$ cat src/rtl/tlc_phase_scheduler.sv
// rtl/tlc_phase_scheduler.sv - 4-way right-of-way scheduler
// Round-robin service with emergency preemption; sequences GREEN/YELLOW/ALLRED timing.
module tlc_phase_scheduler #(
   parameter int MIN_GREEN = 4,
   parameter int MAX_GREEN = 12,
   parameter int YELLOW_T  = 3,
   parameter int ALLRED_T  = 1,
   parameter int CNT_W     = 5
) (
   input  logic       clk,
   input  logic       rst,
   input  logic [3:0] req,
   input  logic [3:0] emergency,
   input  logic [3:0] jam,
   input  logic [3:0] empty,
   output logic [3:0] grant,
   output logic [1:0] phase,
   output logic       preempt,
   output logic       busy
);

   typedef enum logic [1:0] {
      S_IDLE   = 2'b00,
      S_GREEN  = 2'b01,
      S_YELLOW = 2'b10,
      S_ALLRED = 2'b11
   } state_t;

   localparam logic [CNT_W-1:0] ONE_C = CNT_W'(1);
   localparam logic [CNT_W-1:0] MIN_C = CNT_W'(MIN_GREEN);
   localparam logic [CNT_W-1:0] MAX_C = CNT_W'(MAX_GREEN);
   localparam logic [CNT_W-1:0] YEL_C = CNT_W'(YELLOW_T);
   localparam logic [CNT_W-1:0] AR_C  = CNT_W'(ALLRED_T);

   state_t           state_q, state_d;
   logic [3:0]       grant_q, grant_d;
   logic [3:0]       pend_q, pend_d;
   logic [3:0]       epend_q, epend_d;
   logic [CNT_W-1:0] timer_q, timer_d;
   logic [1:0]       rr_q, rr_d;
   logic             preempt_q, preempt_d;
   logic             busy_q, busy_d;

   logic [1:0]       win_idx;
   logic [1:0]       cand;
   logic             win_any;
   logic [3:0]       others;
   logic [3:0]       consume;
   logic             go_green;
   logic             to_yellow;

   assign grant   = grant_q;
   assign phase   = state_q;
   assign preempt = preempt_q;
   assign busy    = busy_q;

   // Emergencies win by lowest index; otherwise search starts just after the last served approach.
   always_comb begin
      win_idx = 2'd0;
      cand    = 2'd0;
      win_any = |(pend_q | epend_q);
      if (|epend_q) begin
         for (int k = 3; k >= 0; k--) begin
            if (epend_q[k]) win_idx = 2'(k);
         end
      end else begin
         for (int i = 4; i >= 1; i--) begin
            cand = rr_q + 2'(i);
            if (pend_q[cand]) win_idx = cand;
         end
      end
   end

   always_comb begin
      state_d   = state_q;
      grant_d   = grant_q;
      timer_d   = timer_q;
      rr_d      = rr_q;
      preempt_d = 1'b0;
      go_green  = 1'b0;
      to_yellow = 1'b0;
      consume   = 4'b0000;
      others    = (pend_q | epend_q) & ~grant_q;
      case (state_q)
         S_IDLE: go_green = win_any;
         S_GREEN: begin
            consume = grant_q;
            if (timer_q != MAX_C) timer_d = timer_q + ONE_C;
            if (|((emergency | epend_q) & grant_q)) begin
               to_yellow = 1'b0;
            end else if (|(epend_q & ~grant_q)) begin
               to_yellow = 1'b1;
               preempt_d = 1'b1;
            end else if (timer_q >= MIN_C &&
                         ((|(empty & grant_q)) || (others != 4'b0000 && !(|(jam & grant_q))))) begin
               to_yellow = 1'b1;
            end else if (timer_q >= MAX_C && others != 4'b0000) begin
               to_yellow = 1'b1;
            end
            if (to_yellow) begin
               state_d = S_YELLOW;
               timer_d = ONE_C;
            end
         end
         S_YELLOW: begin
            if (timer_q >= YEL_C) begin
               state_d = S_ALLRED;
               grant_d = 4'b0000;
               timer_d = ONE_C;
            end else begin
               timer_d = timer_q + ONE_C;
            end
         end
         S_ALLRED: begin
            if (timer_q >= AR_C) begin
               if (win_any) begin
                  go_green = 1'b1;
               end else begin
                  state_d = S_IDLE;
                  timer_d = '0;
               end
            end else begin
               timer_d = timer_q + ONE_C;
            end
         end
         default: state_d = S_IDLE;
      endcase
      // Entering green consumes the winner's request, including one arriving this same cycle.
      if (go_green) begin
         state_d = S_GREEN;
         grant_d = 4'b0001 << win_idx;
         rr_d    = win_idx;
         timer_d = ONE_C;
         consume = 4'b0001 << win_idx;
      end
      pend_d  = (pend_q | req | jam) & ~empty & ~consume;
      epend_d = (epend_q | emergency) & ~empty & ~consume;
      busy_d  = (state_d != S_IDLE);
   end

   always_ff @(posedge clk) begin
      if (rst) begin
         state_q   <= S_IDLE;
         grant_q   <= 4'b0000;
         pend_q    <= 4'b0000;
         epend_q   <= 4'b0000;
         timer_q   <= '0;
         rr_q      <= 2'd3;
         preempt_q <= 1'b0;
         busy_q    <= 1'b0;
      end else begin
         state_q   <= state_d;
         grant_q   <= grant_d;
         pend_q    <= pend_d;
         epend_q   <= epend_d;
         timer_q   <= timer_d;
         rr_q      <= rr_d;
         preempt_q <= preempt_d;
         busy_q    <= busy_d;
      end
   end

endmodule

$ cat config.mk
export PLATFORM = sky130hd
export DESIGN_NAME = tlc_phase_scheduler
export DESIGN_NICKNAME = d
export VERILOG_FILES = /design/src/rtl/tlc_phase_scheduler.sv
export SDC_FILE = /design/constraint.sdc
export NUM_CORES = 1
export LEC_CHECK = 0
export CAP_MARGIN = 20
export CORE_ASPECT_RATIO = 1.2
export CORE_MARGIN = 5
export CORE_UTILIZATION = 26
export CTS_CLUSTER_SIZE = 20
export DETAILED_ROUTE_END_ITERATION = 10
export PLACE_DENSITY_LB_ADDON = 0.3
export SLEW_MARGIN = 5
export SYNTH_ARGS = -nofsm -noshare
export SYNTH_HDL_FRONTEND = slang
export SYNTH_SLANG_ARGS = --single-unit
$ cat constraint.sdc
create_clock -name clk -period 5.2 [get_ports clk]
set_input_delay 1.04 -clock clk [delete_from_list [all_inputs] [get_ports clk]]
set_output_delay 1.04 -clock clk [all_outputs]
set_load 0.01 [all_outputs]
# Yosys cells after proc, flatten, opt, wreduce, memory -nomap -nowiden
# Cells that the tools add are included.
# totals
output_inout_bits	8
reg_bits	23
memories	0
romBits	0
latchBits	0
ram_bits	0
wordCells	114
# classes
order_cmp	8
n_eq_ne	8
reduce_logical	23
shift	1
n_mux	44
div	0
addsub	4
bitwise_logic	17
multipliers	0
# ops
op	n
AND 4 bit	9
2-to-1 mux 2 bit	14
2-to-1 mux 5 bit	5
OR reduction 4 bit	6
2-to-1 mux 4 bit	5
bitwise OR 4 bit	4
case mux 5 bit (3 select lines)	1
2-to-1 mux 1 bit	13
less-than comparator 2 x 3 -> 1 bit, second input constant	4
NOT 4 bit	3
binary-select mux 1 bit (select 2 bit)	4
!= test 4 bit, second input constant	2
nonzero test 4 bit	2
!= test 3 bit, second input constant	2
case mux 2 bit (3 select lines)	1
AND reduction 3 bit	2
nonzero test 2 bit	3
OR reduction 6 bit	1
adder 5 x 1 -> 5 bit, second input constant	1
>= comparator 5 x 1 -> 1 bit, second input constant	1
>= comparator 5 x 2 -> 1 bit, second input constant	1
>= comparator 5 x 3 -> 1 bit, second input constant	1
>= comparator 5 x 4 -> 1 bit, second input constant	1
!= test 5 x 4 -> 1 bit, second input constant	1
other kinds (14)	18

# Depth between registers and ports, before layout
# Gate-level depths: netlist (run 1).
# logic_depth
word_depth	14
depth_mapped	9
depth_no_buf	8

# Worst setup path before layout (run 1)
# Ideal clock, no wire load.
# synth_path
kind	input-to-reg
start	in jam[0]
end	reg timer_q[1]
cell_stages	6
setup_slack_ps	2851
required_ps	5112
t_arrival_ps	2260
path_buffers	0
setup_ps	88
cell_sequence	a22oi_1 -> a221oi_2 -> o2111ai_2 -> a211o_1 -> and2_1 -> o32ai_2
# synth_via
elab_chain_cells	12
elab_cells_between_ends	14
# synth_lines
item	line_no	source
start: declaration	14	input logic [3:0] jam,
AND 4 bit *	95	((|(empty & grant_q)) || (others != 4'b0000 && !(|(jam & grant_q))))) begin
OR reduction 4 bit *	95	
zero test 1 bit *	95	
logical AND 1 bit *	95	
logical OR 1 bit *	95	
logical AND 1 bit *	94	end else if (timer_q >= MIN_C &&
2-to-1 mux 1 bit *	94	
2-to-1 mux 1 bit *	91	end else if (|(epend_q & ~grant_q)) begin
2-to-1 mux 1 bit *	89	if (|((emergency | epend_q) & grant_q)) begin
2-to-1 mux 1 bit *	84	case (state_q)
!= test 3 bit (no line) or 2-to-1 mux 5 bit (tied branches)	--	
AND reduction 3 bit (no line) or case mux 5 bit (3 select lines) (tied branches)	--	
end signal: assignment	156	timer_q <= timer_d;
end: declaration	39	logic [CNT_W-1:0] timer_q, timer_d;
# Every way passes the cells marked *; elsewhere a longest branch is shown, timed or not. The select of a mux whose other input is x is not followed.
# A chain may end at the register's enable or synchronous reset.

# Worst setup path in the final report (run 1)
# layout_path
start	in jam[3]
end	reg timer_q[0]
# layout_via
elab_chain_cells	13
elab_cells_between_ends	15
# layout_lines
item	line_no	source
AND 4 bit *	95	
OR reduction 4 bit *	95	
zero test 1 bit *	95	
logical AND 1 bit *	95	
logical OR 1 bit *	95	
logical AND 1 bit *	94	
2-to-1 mux 1 bit *	94	
2-to-1 mux 1 bit *	91	
2-to-1 mux 1 bit *	89	
2-to-1 mux 1 bit *	84	
2-to-1 mux 5 bit	100	if (to_yellow) begin
case mux 5 bit (3 select lines)	84	
2-to-1 mux 1 bit	129	if (go_green) begin
# Marked as above.

==> qor.yml, run 1 <==
global_routing:
  grt_max_degree: 17
  grt_pass1_wl_mm: 7.75
  gr-usage-met1: 0.159
  first_global_vias: 1571
  globalRouteMet3Util: 0.0181
  grt_busiest_layer: "met2"
  grt_util_met2: 0.231
  gr-total-overflow: 0
  grt_usage: 0.128
  antenna_found_initial: 0
sta:
  finalHoldViolCount: 0
  tightest_slew_ns: 0.901
  hold_slack_ns: 0.591
  relSlewSlack: 0.396
  setup_tns_ns: 0
  fmax_mhz: 363
  worst_slack_ns: 2.45
  maxSlewViolCount: 0
  setup_viol: 0
  rsz0062_at_grt: "no"
  skew_ns: 0.00303
  fin_crit_sh: 0.530
  fin_crit_ns: 2.75
worst_setup_path:
  cp_max_fo: 7
  cp.required_ns: 5.33
  r2r-end: "timer_q[2]"
  end_kind: "register"
  start_kind: "primary input"
  reg2reg_slack_ns: 2.89
  cp-startpoint: "jam[3]"
  path_class: "primary input to register"
  reg2reg_depth: 7
  r2r-start: "timer_q[0]"
  worstPathArrival_ns: 2.89
  cp-endpoint: "timer_q[0]"
layout:
  fin_cells: 288
  area_delta_synth_final_pct: 23.3
  nets: 234
  seq_area_um2: 460
  multi_input_area_um2: 1020
  final_layout_size_suffix_gt1_frac: 0.0865
  n_fill_cell: 619
  antenna_cells: 0
run:
  drv_cap: 0
outcome:
  status: "finished, final reports clean"
drt:
  vias_per_cell: 5.41
  drc_errors: 0
  initialDrtViolationCount: 87
  dr.pass1.iters: 4
  ant_nets: 0
  drt_wl_total_mm: 4.65
  wl_per_cell_um: 16.1
  vias: 1558
logic_synthesis:
  synth-async-reset-ratio: 0
  synth_cell_types: 53
  syn_area_um2: 1560
  yosysTopAreaCell: "dfxtp_1"
  yosysWarnings: 0
  syn_area_per_cell_um2: 8.45
  ys_ff_latch: 23
  synth_commonest_cells: "23 x dfxtp_1, 23 x nor2_1, 12 x a21oi_1"
  syn_nets: 209
  synth-edff-count: 0
  ys_seq_area_frac: 0.296
  synth_top_area_share: 0.296
  synth_ff_type: "dfxtp_1"
  synthCells: 184
  ys_top_cells_by_area: "dfxtp_1 30%, ha_1 5.6%, nor2_1 5.6%, a21oi_1 3.9%, a211oi_1 2.9%"
power_and_ir_drop:
  combPwrFrac: 0.539
  seqPwrFrac: 0.326
  switching_share: 0.462
  powerDensity_nw_per_um2: 454
  p_int_uw: 468
  peakVddDrop_v: 0.000142
  leakage_nw: 0.650
  clockPowerShare: 0.135
  power_switching_uw: 403
placed_design:
  gp_congestion: 0.845
  dp_hpwl_mm: 3.59
  dp_slack_ns: 2.17
  io_buffers: 25
  dp.cells: 284
clock_network:
  cts_tree: "yes"
  clock_sinks: 23
  clockRootBuffer: "clkbuf_8"
  cts.path.max_buffers: 2
  cts_setup_buffers: 0
  htree_levels: 1
  cts_inserted_buffers: 3
  insertion_delay_ns: 0.27
  post_cts_resize_count: 0
  cts.clk_slew.worst_paths_ns: 0.09
  cts_hold_buf: 0
die:
  ios: 26
  row_count: 30
  die_h_um: 94.7
  coreArea_um2: 5740
  initial_core_util: 0.271
  dieArea_um2: 7630
  fp.dieW_um: 80.6
hold_path:
  timing.hold.worst.class: "register to register"
## cell families (layout without fill, tap and decap cells)
kind of cell | after synthesis | in the layout | synth area share
buf+inv | 15 | 39 | 0.0467
simple gates | 72 | 72 | 0.249
mux | 1 | 1 | 0.00644
fa+ha+maj | 7 | 7 | 0.0563
compound gates | 66 | 66 | 0.345
flops | 23 | 23 | 0.296
## how the worst min path moves through the flow
stage	startpoint	to	slack [ns]	cells after the start
2_1_floorplan	epend_q[2]	epend_q[2]	0.53	2
4_1_cts	epend_q[2]	epend_q[2]	0.59	2
5_1_grt	epend_q[2]	epend_q[2]	0.62	2
6_report	epend_q[2]	epend_q[2]	0.59	2
3_3_place_gp	timer_q[4]	timer_q[4]	0.58	2
3_5_place_dp	epend_q[2]	epend_q[2]	0.58	2
## layout by cell type (no fill, tap or decap), drive strengths merged, types with 2 or more instances in the layout
| master | netlist | routed |
|---|---|---|
| a211o | 4 | 4 |
| a211oi | 6 | 6 |
| a21oi | 13 | 13 |
| a22o | 4 | 4 |
| a22oi | 4 | 4 |
| a311o | 2 | 2 |
| a311oi | 3 | 3 |
| a31oi | 3 | 3 |
| and2 | 2 | 2 |
| and3 | 3 | 3 |
| clkbuf | 1 | 3 |
| clkdlybuf4s50 | 0 | 25 |
| dfxtp | 23 | 23 |
| ha | 7 | 7 |
| inv | 10 | 10 |
| nand2 | 6 | 6 |
| nand2b | 4 | 4 |
| nand3 | 8 | 8 |
| nand4 | 5 | 5 |
| nor2 | 23 | 23 |
| nor3 | 9 | 9 |
| nor4 | 4 | 4 |
| o2111a | 2 | 2 |
| o2111ai | 2 | 2 |
| o211ai | 4 | 4 |
| o21ai | 6 | 6 |
| o21bai | 4 | 4 |
| o311ai | 2 | 2 |
| or2b | 2 | 2 |
| or3 | 2 | 2 |
## registers in the layout (all words and copies together) (netlist names)
register / cells
rr_q: 2
epend_q: 4
phase: 2
pend_q: 4
timer_q: 5
preempt: 1
busy: 1
grant: 4
## power groups by stage
stage	clock network (mW)	registers, mW	logic, mW
finish	0.118	0.284	0.470
CTS	0.117	0.283	0.469
detailed placement	0	0.286	0.467
floorplan	0	0.276	0.338
global route	0.128	0.292	0.524
global placement	0	0.287	0.466
## per-stage QoR
step | area, µm² | utilization | total power [mW]
after floorplan | 1560 | - | 0.614
after global routing | 1920 | 0.334 | 0.943
after global placement | 1870 | 0.326 | 0.753
after CTS | 1920 | 0.334 | 0.869
final | 1920 | 0.334 | 0.871
after detailed placement | 1870 | 0.326 | 0.753
## routing by layer
| metal | share of wire | up-vias |
|---|---|---|
| met5 | 0 | - |
| met4 | 0.0086 | 0 |
| met3 | 0.050 | 4 |
| met2 | 0.51 | 38 |
| met1 | 0.43 | 750 |
| li1 | - | 766 |
## critical path, stage by stage
cell	delay, ns
clkdlybuf4s50_1	0.52
a22oi_1	0.10
a221oi_2	0.28
o2111ai_2	0.20
a211o_1	0.40
a311oi_1	0.26
a311oi_1	0.08
## final cells by class
class                      count  share of cell area
multi-input combinational    146               0.533
sequential                    23               0.240
timing repair buffer          25               0.131
tap                           80              0.0522
clock buffer                   3              0.0215
inverter                      10              0.0196
clock inverter                 1             0.00261
No activity file was read; power rests on OpenSTA's default activity.
==> run 2: changes to the inputs <==
Clock period 5.2 ns to 2.8 ns, I/O delays scaled along.
==> run 2 against run 1 <==
Compared with the run above:
- combinational power increased by 86%
- power increased by 85%
- critical path depth unchanged
- final area increased by 0.39%
- first-iteration DRC count increased by 3.4%
- core utilization increased by 0.13 points
- hold slack about the same
- critical path type is now register to register
- highest routed layer unchanged
==> qor.yml, run 2 (synthesized netlist as in run 1, its figures left out) <==
die:
  dieArea_um2: 7630  # unchanged
  fp.dieW_um: 80.6  # unchanged
  row_count: 30  # unchanged
  ios: 26  # unchanged
  coreArea_um2: 5740  # unchanged
  initial_core_util: 0.271  # unchanged
  die_h_um: 94.7  # unchanged
sta:
  fmax_mhz: 435
  hold_slack_ns: 0.591  # -0.00000900 ns
  setup_viol: 0  # unchanged
  maxSlewViolCount: 0  # unchanged
  rsz0062_at_grt: "no"
  fin_crit_ns: 2.30
  tightest_slew_ns: 0.907  # +0.00547 ns
  setup_tns_ns: 0  # unchanged
  finalHoldViolCount: 0  # unchanged
  relSlewSlack: 0.392  # -0.00367
  worst_slack_ns: 0.499  # -1.95 ns
  fin_crit_sh: 0.822
  skew_ns: 0.00989  # +0.00686 ns
drt:
  dr.pass1.iters: 4  # unchanged
  ant_nets: 0  # unchanged
  drc_errors: 0  # unchanged
  drt_wl_total_mm: 4.58  # -1.3%
  initialDrtViolationCount: 90  # +3.4%
  vias: 1533  # -1.6%
  wl_per_cell_um: 15.9  # -1.7%
  vias_per_cell: 5.30  # -1.9%
power_and_ir_drop:
  combPwrFrac: 0.542  # +0.003
  power_switching_uw: 739  # +84%
  powerDensity_nw_per_um2: 836  # +84%
  peakVddDrop_v: 0.000249  # +75%
  p_int_uw: 870  # +86%
  switching_share: 0.459  # -0.00312
  leakage_nw: 0.655  # +0.74%
  seqPwrFrac: 0.327  # about the same
  clockPowerShare: 0.130  # -0.005
layout:
  final_area_um2: 1920  # +0.39%
  area_delta_synth_final_pct: 23.7
  fin_cells: 289  # +0.35%
  largest_reg_flops: 5  # unchanged
  final_common_cell: "clkdlybuf4s50_1"
  final_layout_size_suffix_gt1_frac: 0.0909  # +0.00437
  nets: 235  # +0.43%
  mostFrequentLayoutCells: "25 x clkdlybuf4s50_1, 23 x nor2_1, 23 x dfxtp_1"
  antenna_cells: 0  # unchanged
  largest_register: "timer_q"
global_routing:
  gr-total-overflow: 0  # unchanged
  grt_pass1_wl_mm: 7.45  # -3.9%
  grt_usage: 0.123  # -0.00490
  grt_max_degree: 16  # -1
  antenna_found_initial: 0  # unchanged
  first_global_vias: 1513  # -3.7%
worst_setup_path:
  cp_slowest_cell: "a211oi_1"
  end_kind: "register"
  slowest_delay_ns: 0.78  # +0.26 ns
  path_cells: "ha_1, or3_4, o21ai_4, a211oi_1, nor2_1, nand4b_1, o211ai_1"
  path_class: "register to register"
  reg2reg_depth: 7  # unchanged
  path_buf_inv: 0  # -1
  start_kind: "register"
  worstPathArrival_ns: 2.46  # -0.43 ns
  crit_cells: 7  # unchanged
  path_delay_family: "compound AO/OA/AOI/OAI gates"
  cp.required_ns: 2.96  # -2.37 ns
  cp_max_fo: 9  # +2
placed_design:
  dp_slack_ns: 0.259  # -1.92 ns
  placed_area_um2: 1880  # +0.40%
  io_buffers: 25  # unchanged
  gp_congestion: 0.824  # -2.6%
  dp.cells: 285  # +0.35%
  dp_hpwl_mm: 3.52  # -2.1%
run:
  drv_cap: 0  # unchanged
clock_network:
  cts_setup_buffers: 0  # unchanged
  cts_tree: "yes"
  clockRootBuffer: "clkbuf_8"
  post_cts_resize_count: 0  # unchanged
  cts_hold_buf: 0  # unchanged
  cts.path.max_buffers: 2  # unchanged
  cts.clk_slew.worst_paths_ns: 0.09  # about the same
  clock_sinks: 23  # unchanged
  htree_levels: 1  # unchanged
  cts_inserted_buffers: 3  # unchanged
  insertion_delay_ns: 0.27  # about the same
outcome:
  status: "finished, final reports clean"
hold_path:
  timing.hold.worst.class: "register to register"
  hold_depth: 2  # unchanged
==> run 2: cell count changes in the layout (fill, tap and decap cells not counted) <==
cell and change:
buf_4 +1
==> run 2: path summary, 6_finish.rpt <==
check / startpoint / end / slack [ns]
setup / recovery: timer_q[0] / timer_q[2] / 0.50
hold reg to reg: epend_q[2] / epend_q[2] / 0.59
hold / removal: epend_q[2] / epend_q[2] / 0.59
setup reg to reg: timer_q[0] / timer_q[2] / 0.50
==> run 2: final cells by class <==
type	count	area, µm²
clock inverters	1	5.00
inverters	10	37.5
well taps	80	100
flip-flops and latches	23	460
repair buffers	26	258
multi-input cells	146	1020
clock buffers	3	41.3
fillers	598	3820
==> run 2: per-layer routing <==
metal | part of all wire | GRT usage | vias to the layer above
met4 | 0.017 | 0.0296 | 0
met3 | 0.040 | 0.0181 | 10
met5 | 0 | 0 | -
li1 | - | - | 765
met1 | 0.44 | 0.151 | 725
met2 | 0.50 | 0.222 | 33
==> run 2: worst min-delay path: stages (launching register included) <==
cell and delay [ns]:
dfxtp_1 0.38, nor2_1 0.12, a211oi_1 0.05
==> run 2: per-stage QoR <==
step | utilization | power, mW
floorplan | - | 1.14
global placement | 0.327 | 1.40
detailed placement | 0.327 | 1.40
CTS | 0.335 | 1.61
global route | 0.335 | 1.74
finish | 0.335 | 1.61
==> run 2: power by group through the flow <==
stage               Combinational, mW  Clock, mW  Sequential (mW)
floorplan                       0.628          0            0.512
global placement                0.869          0            0.533
detailed placement              0.868          0            0.530
CTS                             0.873      0.217            0.525
global route                    0.968      0.229            0.540
finish                          0.873      0.210            0.527
